`src/rtl/mbo_uart_pkg.sv`:
```
// ====================================================================
// Package : mbo_uart_pkg - shared UART command-path encodings
// Revision: 1.0
// ====================================================================
`default_nettype none

package mbo_uart_pkg;

    typedef enum logic [1:0] {
        ST_IDLE    = 2'd0,
        ST_COLLECT = 2'd1,
        ST_HOLD    = 2'd2
    } state_t;

    localparam int FRAME_BYTES = 4;

    localparam logic [1:0] IDX_CTRL = 2'd0;
    localparam logic [1:0] IDX_ADDR = 2'd1;
    localparam logic [1:0] IDX_DHI  = 2'd2;
    localparam logic [1:0] IDX_DLO  = 2'd3;

    localparam int CTRL_WR_BIT = 0;

endpackage

`default_nettype wire

```
`src/rtl/uart_timeout_cnt.sv`:
```
// ====================================================================
// Module  : uart_timeout_cnt - saturating idle counter, expire pulse
// Revision: 1.0
// ====================================================================
`default_nettype none

module uart_timeout_cnt #(
    parameter int TIMEOUT_CYCLES = 7440
) (
    input  logic clk,
    input  logic rst,
    input  logic clr,
    input  logic en,
    output logic expire
);

    localparam int CNT_W = (TIMEOUT_CYCLES > 1) ? $clog2(TIMEOUT_CYCLES) : 1;
    localparam logic [CNT_W-1:0] CNT_LAST = CNT_W'(TIMEOUT_CYCLES - 1);
    localparam logic [CNT_W-1:0] CNT_MAX  = '1;

    logic [CNT_W-1:0] cnt_q;
    logic [CNT_W-1:0] cnt_d;

    always_comb begin
        cnt_d = cnt_q;
        if (clr) begin
            cnt_d = '0;
        end else if (en && (cnt_q != CNT_MAX)) begin
            cnt_d = cnt_q + CNT_W'(1);
        end
    end

    always_ff @(posedge clk) begin
        if (rst) begin
            cnt_q <= '0;
        end else begin
            cnt_q <= cnt_d;
        end
    end

    // Fires on the idle cycle that would take the count past its last legal value
    assign expire = en && !clr && (cnt_q == CNT_LAST);

endmodule

`default_nettype wire

```
`src/rtl/uart_cmd_framer.sv`:
```
// ====================================================================
// Module  : uart_cmd_framer - 4-byte UART frame to valid/ready command
// Revision: 1.0
// ====================================================================
`default_nettype none

module uart_cmd_framer
    import mbo_uart_pkg::*;
#(
    parameter int TIMEOUT_CYCLES = 7440,
    parameter int ERR_CNT_W      = 8
) (
    input  logic                 clk,
    input  logic                 rst,
    input  logic                 rx_dv,
    input  logic [7:0]           rx_byte,
    output logic                 cmd_valid,
    input  logic                 cmd_ready,
    output logic                 cmd_wr,
    output logic [7:0]           cmd_addr,
    output logic [15:0]          cmd_data,
    output logic                 frame_err,
    output logic                 overrun,
    output logic [ERR_CNT_W-1:0] err_cnt,
    output logic                 busy
);

    state_t                 state_q, state_d;
    logic [1:0]             idx_q, idx_d;
    logic [7:0]             ctrl_q, ctrl_d;
    logic [7:0]             addr_q, addr_d;
    logic [7:0]             dhi_q, dhi_d;
    logic                   cmd_valid_q, cmd_valid_d;
    logic                   cmd_wr_q, cmd_wr_d;
    logic [7:0]             cmd_addr_q, cmd_addr_d;
    logic [15:0]            cmd_data_q, cmd_data_d;
    logic                   frame_err_q, frame_err_d;
    logic                   overrun_q, overrun_d;
    logic [ERR_CNT_W-1:0]   err_cnt_q, err_cnt_d;
    logic                   busy_q, busy_d;

    logic                   to_en;
    logic                   to_expire;

    // Counts only idle COLLECT cycles; any byte or other state restarts it
    assign to_en = (state_q == ST_COLLECT) && !rx_dv;

    uart_timeout_cnt #(
        .TIMEOUT_CYCLES (TIMEOUT_CYCLES)
    ) u_timeout (
        .clk    (clk),
        .rst    (rst),
        .clr    (!to_en),
        .en     (to_en),
        .expire (to_expire)
    );

    always_comb begin
        state_d     = state_q;
        idx_d       = idx_q;
        ctrl_d      = ctrl_q;
        addr_d      = addr_q;
        dhi_d       = dhi_q;
        cmd_wr_d    = cmd_wr_q;
        cmd_addr_d  = cmd_addr_q;
        cmd_data_d  = cmd_data_q;
        frame_err_d = 1'b0;
        overrun_d   = 1'b0;
        err_cnt_d   = err_cnt_q;

        if ((frame_err_q || overrun_q) && (err_cnt_q != '1)) begin
            err_cnt_d = err_cnt_q + ERR_CNT_W'(1);
        end

        case (state_q)
            ST_IDLE: begin
                if (rx_dv) begin
                    ctrl_d  = rx_byte;
                    idx_d   = IDX_ADDR;
                    state_d = ST_COLLECT;
                end
            end
            ST_COLLECT: begin
                if (rx_dv) begin
                    idx_d = idx_q + 2'd1;
                    case (idx_q)
                        IDX_ADDR: addr_d = rx_byte;
                        IDX_DHI:  dhi_d  = rx_byte;
                        IDX_DLO: begin
                            idx_d = IDX_CTRL;
                            if (ctrl_q[7:1] == 7'd0) begin
                                cmd_wr_d   = ctrl_q[CTRL_WR_BIT];
                                cmd_addr_d = addr_q;
                                cmd_data_d = {dhi_q, rx_byte};
                                state_d    = ST_HOLD;
                            end else begin
                                frame_err_d = 1'b1;
                                state_d     = ST_IDLE;
                            end
                        end
                        default: ;
                    endcase
                end else if (to_expire) begin
                    frame_err_d = 1'b1;
                    idx_d       = IDX_CTRL;
                    state_d     = ST_IDLE;
                end
            end
            ST_HOLD: begin
                if (cmd_ready) begin
                    if (rx_dv) begin
                        ctrl_d  = rx_byte;
                        idx_d   = IDX_ADDR;
                        state_d = ST_COLLECT;
                    end else begin
                        state_d = ST_IDLE;
                    end
                end else if (rx_dv) begin
                    overrun_d = 1'b1;
                end
            end
            default: begin
                idx_d   = IDX_CTRL;
                state_d = ST_IDLE;
            end
        endcase

        // Flag outputs are decoded from the next state so they stay registered
        cmd_valid_d = (state_d == ST_HOLD);
        busy_d      = (state_d != ST_IDLE);
    end

    always_ff @(posedge clk) begin
        if (rst) begin
            state_q     <= ST_IDLE;
            idx_q       <= IDX_CTRL;
            ctrl_q      <= '0;
            addr_q      <= '0;
            dhi_q       <= '0;
            cmd_valid_q <= 1'b0;
            cmd_wr_q    <= 1'b0;
            cmd_addr_q  <= '0;
            cmd_data_q  <= '0;
            frame_err_q <= 1'b0;
            overrun_q   <= 1'b0;
            err_cnt_q   <= '0;
            busy_q      <= 1'b0;
        end else begin
            state_q     <= state_d;
            idx_q       <= idx_d;
            ctrl_q      <= ctrl_d;
            addr_q      <= addr_d;
            dhi_q       <= dhi_d;
            cmd_valid_q <= cmd_valid_d;
            cmd_wr_q    <= cmd_wr_d;
            cmd_addr_q  <= cmd_addr_d;
            cmd_data_q  <= cmd_data_d;
            frame_err_q <= frame_err_d;
            overrun_q   <= overrun_d;
            err_cnt_q   <= err_cnt_d;
            busy_q      <= busy_d;
        end
    end

    assign cmd_valid = cmd_valid_q;
    assign cmd_wr    = cmd_wr_q;
    assign cmd_addr  = cmd_addr_q;
    assign cmd_data  = cmd_data_q;
    assign frame_err = frame_err_q;
    assign overrun   = overrun_q;
    assign err_cnt   = err_cnt_q;
    assign busy      = busy_q;

endmodule

`default_nettype wire

```
`config.mk`:
```
export PLATFORM = sky130hd
export DESIGN_NAME = uart_cmd_framer
export DESIGN_NICKNAME = d
export VERILOG_FILES = /design/src/rtl/mbo_uart_pkg.sv /design/src/rtl/uart_timeout_cnt.sv /design/src/rtl/uart_cmd_framer.sv
export SDC_FILE = /design/constraint.sdc
export NUM_CORES = 1
export LEC_CHECK = 0
export ABC_CLOCK_PERIOD_IN_PS = 3200
export CAP_MARGIN = 20
export CORE_MARGIN = 2
export CORE_UTILIZATION = 50
export CTS_CLUSTER_DIAMETER = 150
export DETAILED_ROUTE_END_ITERATION = 10
export HOLD_SLACK_MARGIN = 0.08
export PLACE_DENSITY = 0.75
export SETUP_SLACK_MARGIN = 0.4
export SYNTH_ARGS = -nofsm -noshare
export SYNTH_HDL_FRONTEND = slang
export SYNTH_SLANG_ARGS = --single-unit
```
`constraint.sdc`:
```
create_clock -name clk -period 3.2 [get_ports clk]
set_clock_uncertainty 0.1 [all_clocks]
set_input_delay 0.48 -clock clk [delete_from_list [all_inputs] [get_ports clk]]
set_output_delay 0.48 -clock clk [all_outputs]
set_load 0.02 [all_outputs]
```
==> impl_metrics.csv, run 1 <==
group,metric,value,unit
run_status,status,"complete, no violations",
routing,vias_per_cell,5.53,
floorplanning,num_rows,29,
worst_setup_path,critical_path_class,"in -> reg",
clocking,cts.sinks,78,
finish,diodes,0,
floorplanning,dieArea,0.00709,mm^2
global_route,grt_overflow,0,
min_path,hold_path_class,"reg -> reg",
sta,setup_tns,0,ns
worst_setup_path,crit_fanout,13,
synth,ys_ff_latch,78,
clocking,cts_resized,0,
worst_setup_path,crit_arrival,2.31,ns
clocking,worstSkewPairLatency,0.35,ns
floorplanning,initial_core_util,51.2,%
finish,layout_commonest_cell,"dfxtp_1",
clocking,cts_buffers,9,
global_route,antenna_found_initial,0,
clocking,clkTransAtPathRegs,0.08,ns
synth,yosys_most_used_dff,"dfxtp_1",
sta,worstMarginPinSlew,0.517,ns
synth,syn_avg_cell_area,9.03,um^2
clocking,htreeDepth,3,
synth,synth_warnings,0,
clocking,cts_buffer_depth,2,
floorplanning,floorplan.die.height,84.2,um
job,timing.max_cap.violations,0,
finish,drive_gt1_share,6.42,%
pwr,leakage,1.60,nW
synth,synth-edff-count,0,
global_route,grt_pass1_wl,11500,um
sta,rsz0062_at_grt,"false",
sta,slew_headroom,65.4,%
routing,final_antenna_net_count,0,
worst_setup_path,cp_slowest_cell,"clkdlybuf4s50_1",
sta,period_share,68.0,%
synth,yosys.area.top_type,"dfxtp_1",
clocking,cts_tree,"yes",
routing,first_pass_iters,4,
sta,layout_setup_ws,1.02,ns
synth,yosysUniqueCellTypes,47,
global_route,grt_pass1_vias,2460,
clocking,postCtsHoldBufs,0,
worst_setup_path,crit_buf_inv,2,
sta,setup_viol,0,
finish,n_fill_cell,518,
pwr,powerDensity,482,mW/mm^2
pwr,power.total,1.90,mW
routing,drt-total-wl,6490,um
finish,final_nets,417,
sta,max_freq,459,MHz
synth,synth_area_leaders,"dfxtp_1 49%, mux2i_1 12%, nand2_1 5.8%, nor2_1 5.5%, a21oi_1 4.7%",
pwr,ir_worst_vdd,0.000342,V
worst_setup_path,cp_slowest_stage_delay,0.63,ns
synth,yosysSeqAreaShare,48.6,%
floorplanning,die_x,84.2,um
place,hpwl,4530,um
synth,syn_inst,356,
global_route,grt_start_max_net_pins,40,
finish,mostFrequentLayoutCells,"78 x dfxtp_1, 50 x nand2_1, 47 x nor2_1, 47 x clkdlybuf4s50_1, 38 x mux2i_1",
sta,finalHoldViolations,0,
synth,async_flop_share,0,%
routing,via_count,2666,
clocking,cts_root_buf,"clkbuf_8",
global_route,grt_use_total,20.0,%
synth,syn-num-nets,373,
synth,synth.top_cell.area_share,48.6,%
clocking,cts_setup_buffers,0,
routing,post-route-drc-count,0,
place,gp_congestion,0.804,
routing,drtIter0Drc,178,
sta,slew_viol_final,0,
worst_setup_path,cp-start-kind,"input port",
worst_setup_path,worstSetupEndpointType,"flop",
finish,syn_to_final_growth,22.8,%
place,io_buffers,48,
floorplanning,coreArea,0.00628,mm^2
worst_setup_path,path_cells,"clkdlybuf4s50_1, and3b_2, nand4_1, buf_4, mux2i_1, nor2_1",
worst_setup_path,crit_family,"buffers and inverters",
worst_setup_path,cp.required,3.33,ns
routing,wire_per_inst,13.5,um
floorplanning,io_pins,49,
synth,syn_area,0.00322,mm^2
sta,min_period,2.18,ns
place,place_ws,0.643,ns
## final cells by class
cell class              instances  area, um^2  share of cell area [%]
well taps                      77        96.3                    2.44
multi-input cells             253        1540                    38.9
flip-flops and latches         78        1560                    39.5
clock buffers                   9         124                    3.14
inverters                       7        26.3                   0.665
repair buffers                 51         498                    12.6
clock inverters                 7         105                    2.66
## power breakdown
group	internal [mW]	switching (mW)	total, mW
combinational	0.0350	0.0490	0.0840
sequential	0.982	0.00843	0.990
clock	0.449	0.379	0.828
## sequential cells by signal (all words and copies together), names as in the netlist
signal           count
cmd_data            16
u_timeout.cnt_q     13
addr_q               8
cmd_addr             8
ctrl_q               8
dhi_q                8
err_cnt              8
idx_q                2
state_q              2
busy                 1
cmd_valid            1
cmd_wr               1
frame_err            1
overrun              1
## per-stage QoR
step	instances	utilization [%]	cell area, um^2	hold WS (ns)
2_1_floorplan	356	-	3220	0.332
3_3_place_gp	466	59.3	3720	0.341
3_5_place_dp	466	59.3	3720	0.347
4_1_cts	482	62.9	3950	0.360
5_1_grt	482	62.9	3950	0.388
6_report	482	62.9	3950	0.357
## metal layers
metal  track usage, %  up-vias  routed length (um)
met5                0        -                   0
met1             27.0     1260                3110
li1                 -     1322                   -
met3             6.00        9                 322
met2             30.4       75                2970
met4             7.18        0                  93
## Yosys cell counts, types with 2 or more instances
library cell	number
o211ai_1	2
buf_4	3
nand4_1	6
dfxtp_1	78
buf_2	3
and4_1	4
or4_1	2
a21oi_1	30
xnor2_1	3
xor2_1	2
ha_1	5
or2_2	2
mux2i_1	38
and2_1	4
and3_1	3
nor2_1	47
o21ai_0	8
inv_1	7
a211oi_1	6
nand3_1	8
clkbuf_1	10
nand2b_1	5
nand2_1	50
nor3_1	7
## worst reg2reg max path, stage by stage, from the launching register on
cell and delay, ns:
dfxtp_1 0.33, nor4_1 0.38, nand4_1 0.39, buf_4 0.35, mux2i_1 0.18, nor2_1 0.05
## path summary, 6_finish.rpt
kind | start | to | slack [ns] | cells after the start
min reg2reg | addr_q[2]$_SDFFE_PP0P_ | addr_q[2]$_SDFFE_PP0P_ | 0.36 | 2
max | rx_dv | cmd_addr[2]$_SDFFE_PP0P_ | 1.02 | 6
max reg2reg | ctrl_q[3]$_SDFFE_PP0P_ | cmd_addr[2]$_SDFFE_PP0P_ | 1.31 | 5
min | addr_q[2]$_SDFFE_PP0P_ | addr_q[2]$_SDFFE_PP0P_ | 0.36 | 2
## logic make-up (layout without fill, tap and decap cells)
kind of cell               Yosys count  in the layout  share of synthesized area, %
and+or+nand+nor                    148            148                          21.9
DFF                                 78             78                          48.6
AOI/OAI and AO/OA                   57             57                          10.8
muxes                               38             38                          11.8
buffers and inverters               25             74                          3.62
adders and majority gates            5              5                          1.95
xor gates and xnor gates             5              5                          1.36
Note: power is estimated with default switching activity, not from simulation.
==> run 2, diff against run 1 <==
--- a/config.mk
+++ b/config.mk
@@ -5,10 +5,10 @@
 export SDC_FILE = /design/constraint.sdc
 export NUM_CORES = 1
 export LEC_CHECK = 0
-export ABC_CLOCK_PERIOD_IN_PS = 3200
+export ABC_CLOCK_PERIOD_IN_PS = 2000
 export CAP_MARGIN = 20
 export CORE_MARGIN = 2
-export CORE_UTILIZATION = 50
+export CORE_UTILIZATION = 48
 export CTS_CLUSTER_DIAMETER = 150
 export DETAILED_ROUTE_END_ITERATION = 10
 export HOLD_SLACK_MARGIN = 0.08
==> constraint.sdc (replaced) <==
create_clock -name clk -period 2 [get_ports clk]
set_clock_uncertainty 0.1 [all_clocks]
set_input_delay 0.3 -clock clk [delete_from_list [all_inputs] [get_ports clk]]
set_output_delay 0.3 -clock clk [all_outputs]
set_load 0.02 [all_outputs]
==> run 2 against run 1 <==
The run now ends with DRC left. Register-to-register slack got worse by 0.90 ns. Core utilization increased by 1.0 points. Global-route usage fell by 0.43 points. Worst setup slack worse by 0.61 ns. First-iteration DRC count down 44%. Largest cell class is now multi-input gates. Highest routed layer unchanged.
==> impl_metrics.csv, run 2 (same netlist as run 1, synthesis figures left out) <==
group,metric,value,unit
sta,worstMarginPinSlew,0.372,ns
clocking,cts_root_buf,"clkbuf_8",
global_route,antenna_found_initial,0,
worst_setup_path,crit_arrival,1.75,ns
worst_setup_path,critical_path_class,"reg -> reg",
job,timing.max_cap.violations,0,
routing,via_count,2675,
global_route,grt_pass1_wl,11500,um
finish,layout_commonest_cell,"dfxtp_1",
finish,n_fill_cell,563,
worst_setup_path,reg2reg_setup_slack,0.41,ns
floorplanning,floorplan.die.height,85.9,um
finish,final_util,63.9,%
worst_setup_path,r2r-end,"u_timeout.cnt_q[6]$_SDFFE_PP0P_",
floorplanning,num_rows,29,
finish,instances_no_fill,497,
run_status,status,"complete, but fails checks",
sta,period_share,79.4,%
finish,mostFrequentLayoutCells,"67 x dfxtp_1, 50 x nand2_1, 47 x nor2_1",
routing,first_pass_iters,7,
finish,syn_to_final_growth,27.7,%
worst_setup_path,cp-start-kind,"flop",
clocking,cts_tree,"yes",
clocking,htreeDepth,3,
place,io_buffers,48,
worst_setup_path,crit_fanout,6,
floorplanning,initial_core_util,50.1,%
finish,drive_gt1_share,15.5,%
finish,diodes,0,
sta,finalHoldViolations,0,
routing,post-route-drc-count,4,
routing,drt-total-wl,6910,um
floorplanning,io_pins,49,
sta,min_period,1.59,ns
worst_setup_path,worstSetupEndpointType,"flop",
pwr,powerDensity,706,mW/mm^2
routing,vias_per_cell,5.38,
clocking,cts_buffers,9,
sta,setup_tns,0,ns
finish,final_nets,432,
clocking,postCtsHoldBufs,0,
run_status,violations,"DRC",
global_route,grt_pass1_vias,2549,
sta,slew_headroom,75.1,%
sta,rsz0062_at_grt,"true",
global_route,grt_overflow,0,
place,gp_congestion,0.838,
sta,slew_viol_final,0,
global_route,grt_use_total,19.5,%
floorplanning,coreArea,0.00642,mm^2
sta,layout_setup_ws,0.412,ns
sta,max_freq,630,MHz
worst_setup_path,r2r_cells,4,
floorplanning,die_x,85.9,um
floorplanning,dieArea,0.00737,mm^2
sta,setup_viol,0,
worst_setup_path,cp.required,2.17,ns
min_path,hold_path_class,"in -> reg",
min_path,holdPathStages,2,
finish,multi_input_area,0.00164,mm^2
global_route,grt_start_max_net_pins,38,
clocking,cts.sinks,78,
clocking,worstSkewPairLatency,0.34,ns
pwr,leakage,1.85,nW
clocking,cts_buffer_depth,2,
pwr,power.total,2.90,mW
routing,drtIter0Drc,99,
min_path,hp-start,"rst",
finish,largest_reg_flops,16,
clocking,clkTransAtPathRegs,0.08,ns
finish,ff_latch_area,0.00158,mm^2
routing,wire_per_inst,13.9,um
place,place_ws,-0.0449,ns
routing,final_antenna_net_count,0,
place,hpwl,4790,um
place,placed_cells,477,
pwr,ir_worst_vdd,0.000511,V
worst_setup_path,reg2reg_from,"state_q[0]$_SDFF_PP0_",
min_path,min_to,"cmd_wr$_SDFFE_PP0P_",
## run 2: changes by cell type in the layout (fill, tap and decap cells not counted), moves of 2 or more
cell             previous run  this run
clkdlybuf4s50_1            47         9
dlygate4sd2_1               0        38
buf_4                       3        17
dfxtp_1                    78        67
dfxtp_2                     0         9
a211oi_1                    6         3
a211oi_2                    0         3
and3_1                      3         0
and3_4                      0         3
and4_1                      4         2
clkinv_2                    0         2
clkinv_4                    2         0
dfxtp_4                     0         2
## run 2: worst max-delay path by stage
stage / start / to / slack, ns / cells after the start
after floorplan: u_timeout.cnt_q[1]$_SDFFE_PP0P_ / u_timeout.cnt_q[9]$_SDFFE_PP0P_ / 0.36 / 7
after global placement: rx_dv / u_timeout.cnt_q[11]$_SDFFE_PP0P_ / -0.009 / 5
after detailed placement: rx_dv / cmd_addr[5]$_SDFFE_PP0P_ / -0.04 / 6
after CTS: u_timeout.cnt_q[9]$_SDFFE_PP0P_ / u_timeout.cnt_q[6]$_SDFFE_PP0P_ / 0.40 / 4
after global routing: state_q[0]$_SDFF_PP0_ / u_timeout.cnt_q[9]$_SDFFE_PP0P_ / 0.33 / 5
final: state_q[0]$_SDFF_PP0_ / u_timeout.cnt_q[6]$_SDFFE_PP0P_ / 0.41 / 4
## run 2: layout make-up
type / count / share of cell area, %
tap: 77 / 2.35
sequential: 78 / 38.5
inverter: 7 / 0.640
clock inverter: 5 / 1.37
timing repair buffer: 66 / 13.9
clock buffer: 11 / 3.44
multi-input combinational: 253 / 39.8
## run 2: layer usage
layer,GRT usage [%],routed length (um),vias to the layer above
met4,7.22,90,0
li1,-,-,1353
met3,5.39,271,10
met1,25.5,3270,1266
met2,31.0,3270,46
met5,0,0,-
## run 2: repair_timing
item / in CTS / in global routing
pin swaps: 2 / 6
buffers inserted: 0 / 4
endpoints found under the setup margin: 65 / 25
gates resized for setup: 48 / 19
## run 2: worst max-delay path, stage by stage (launching register included)
cell	delay, ns
dfxtp_4	0.38
nor3b_4	0.33
nand4_1	0.19
or3_1	0.40
a21oi_1	0.12
## run 2: power breakdown
group	internal, mW	switching, mW	total (mW)	leakage, nW
clock	0.611	0.552	1.16	0.0997
combinational	0.0692	0.0837	0.153	1.12
sequential	1.57	0.0144	1.58	0.636
total	2.25	0.650	2.90	1.85
## run 2: stage by stage
step                      hold slack [ns]  area, um^2
after floorplan                     0.332        3250
after global placement              0.342        3820
after detailed placement            0.346        3820
after CTS                           0.182        4010
after global routing                0.185        4110
final                               0.200        4110
==> run 3, diff against run 2 <==
--- a/config.mk
+++ b/config.mk
@@ -5,7 +5,7 @@
 export SDC_FILE = /design/constraint.sdc
 export NUM_CORES = 1
 export LEC_CHECK = 0
-export ABC_CLOCK_PERIOD_IN_PS = 2000
+export ABC_CLOCK_PERIOD_IN_PS = 1300
 export CAP_MARGIN = 20
 export CORE_MARGIN = 2
 export CORE_UTILIZATION = 48
==> constraint.sdc (replaced) <==
create_clock -name clk -period 1.3 [get_ports clk]
set_clock_uncertainty 0.1 [all_clocks]
set_input_delay 0.195 -clock clk [delete_from_list [all_inputs] [get_ports clk]]
set_output_delay 0.195 -clock clk [all_outputs]
set_load 0.02 [all_outputs]
==> run 3 against run 2 <==
The flow finishes with violations (setup timing). Wire length increased by 39%. Largest cell class unchanged. Largest power group unchanged. Sequential power rose by 53%. Highest routed layer unchanged. Clock power is 48% higher. Core utilization up 16 points.
==> impl_metrics.csv, run 3 (same netlist as run 1, synthesis figures left out) <==
group,metric,value,unit
routing,post-route-drc-count,0,
min_path,hold_path_class,"in -> reg",
sta,min_period,1.67,ns
global_route,grt_pass1_wl,14200,um
worst_setup_path,critical_path_class,"reg -> reg",
pwr,leakage,2.25,nW
clocking,cts_buffers,9,
place,io_buffers,48,
worst_setup_path,path_cells,"nor4_4, buf_4, nand4_1, buf_4, buf_6, mux2i_1, nor2_1",
finish,final_nets,500,
place,placed_cells,507,
routing,first_pass_iters,6,
global_route,antenna_found_initial,0,
min_path,min_to,"err_cnt[5]$_SDFFE_PP0P_",
place,place_ws,-0.639,ns
global_route,grt_start_max_net_pins,30,
clocking,postCtsHoldBufs,0,
global_route,grt_pass1_vias,2937,
worst_setup_path,worstSetupEndpointType,"flop",
clocking,cts_root_buf,"clkbuf_8",
worst_setup_path,reg2reg_from,"ctrl_q[3]$_SDFFE_PP0P_",
floorplanning,num_rows,29,
sta,slew_headroom,76.1,%
sta,period_share,129,%
floorplanning,coreArea,0.00642,mm^2
sta,worstMarginPinSlew,0.358,ns
routing,via_count,3131,
finish,multi_input_area,0.00194,mm^2
worst_setup_path,crit_fanout,5,
global_route,grt_use_total,24.4,%
worst_setup_path,r2r-end,"cmd_data[0]$_SDFFE_PP0P_",
clocking,htreeDepth,3,
pwr,p_comb_share,8.6,%
sta,slew_viol_final,0,
finish,diodes,0,
pwr,p_seq_share,53.5,%
global_route,grt_overflow,0,
worst_setup_path,crit_arrival,1.81,ns
finish,syn_to_final_growth,60.0,%
floorplanning,die_x,85.9,um
finish,layout_commonest_cell,"buf_6",
pwr,switching_share,26.9,%
clocking,worstSkewPairLatency,0.36,ns
run_status,violations,"setup timing",
job,timing.max_cap.violations,0,
finish,ff_latch_area,0.00165,mm^2
routing,drtIter0Drc,149,
floorplanning,io_pins,49,
sta,rsz0062_at_grt,"true",
pwr,clock_power_share,37.9,%
worst_setup_path,worst_path_most_repeated_cell,"buf_4",
place,gp_congestion,0.784,
worst_setup_path,cp_slowest_cell,"dfxtp_2",
finish,n_fill_cell,387,
worst_setup_path,reg2reg_setup_slack,-0.37,ns
sta,layout_setup_ws,-0.375,ns
sta,finalHoldViolations,0,
worst_setup_path,cp-start-kind,"flop",
finish,largest_reg_flops,16,
worst_setup_path,cp_slowest_stage_delay,0.35,ns
pwr,power.net_switching,1.22,mW
sta,setup_tns,-15.43,ns
routing,drt-total-wl,9610,um
floorplanning,floorplan.die.height,85.9,um
sta,setup_viol,72,
floorplanning,dieArea,0.00737,mm^2
place,hpwl,5350,um
worst_setup_path,r2r_cells,7,
pwr,power.total,4.53,mW
floorplanning,initial_core_util,50.1,%
finish,mostFrequentLayoutCells,"63 x buf_6, 58 x buf_4, 45 x nor2_1",
sta,max_freq,597,MHz
routing,vias_per_cell,5.54,
clocking,cts.sinks,78,
pwr,p_int,3.31,mW
routing,final_antenna_net_count,0,
finish,instances_no_fill,565,
pwr,ir_worst_vdd,0.000847,V
run_status,status,"complete, but fails checks",
worst_setup_path,cp.required,1.44,ns
routing,wire_per_inst,17.0,um
clocking,clkTransAtPathRegs,0.09,ns
finish,drive_gt1_share,54.3,%
min_path,hp-start,"rst",
clocking,cts_tree,"yes",
clocking,cts_buffer_depth,2,
min_path,holdPathStages,3,
pwr,powerDensity,880,mW/mm^2
-- run 3: timing repair --
item                                    4_1_cts  5_1_grt
pin swaps                                    32       32
endpoints found under the setup margin      115      115
buffers inserted                             24       15
gates resized for setup                     325       39
cloned                                        2        1
-- run 3: power groups by stage --
stage / Combinational (mW) / Sequential (mW) / Clock [mW]
after floorplan: 0.143 / 2.48 / 0
after global placement: 0.269 / 2.48 / 0
after detailed placement: 0.275 / 2.48 / 0
after CTS: 0.328 / 2.42 / 1.71
after global routing: 0.409 / 2.43 / 1.82
final: 0.387 / 2.42 / 1.72
-- run 3: how the worst max path moves through the flow --
stage                                      end  slack, ns  cells past startpoint                             from
2_1_floorplan  u_timeout.cnt_q[9]$_SDFFE_PP0P_      -0.32                      7  u_timeout.cnt_q[1]$_SDFFE_PP0P_
3_3_place_gp             idx_q[0]$_SDFFE_PP0P_      -0.60                      6                            rx_dv
3_5_place_dp         cmd_data[11]$_SDFFE_PP0P_      -0.64                      6                            rx_dv
4_1_cts              cmd_data[11]$_SDFFE_PP0P_      -0.25                      6           ctrl_q[3]$_SDFFE_PP0P_
5_1_grt              cmd_data[15]$_SDFFE_PP0P_      -0.45                      7           ctrl_q[3]$_SDFFE_PP0P_
6_report              cmd_data[0]$_SDFFE_PP0P_      -0.37                      7           ctrl_q[3]$_SDFFE_PP0P_
-- run 3: routing by layer --
| layer | share of wire, % | GRT usage [%] |
|---|---|---|
| met1 | 43 | 31.7 |
| met5 | 0 | 0 |
| met2 | 50 | 40.4 |
| met4 | 2.9 | 11.1 |
| met3 | 4.0 | 3.46 |
-- run 3: worst max-delay path: cells and delay by family (launching register included) --
kind	cells	cell delay [ns]
buf+inv	3	0.47
flops	1	0.35
mux	1	0.16
simple gates	3	0.47
-- run 3: through the flow --
step | utilization (%) | hold slack, ns | cell area (um^2)
6_report | 80.1 | 0.102 | 5140
5_1_grt | 80.1 | 0.122 | 5140
4_1_cts | 76.2 | 0.0959 | 4890
3_5_place_dp | 65.0 | 0.350 | 4170
3_3_place_gp | 65.0 | 0.342 | 4170
2_1_floorplan | - | 0.238 | 3430
-- run 3: cell type report --
cell class | count | area share (%)
clock buffer | 9 | 2.41
sequential | 78 | 32.0
timing repair buffer | 132 | 24.3
multi-input combinational | 255 | 37.8
clock inverter | 7 | 1.09
inverter | 7 | 0.584
tap | 77 | 1.87
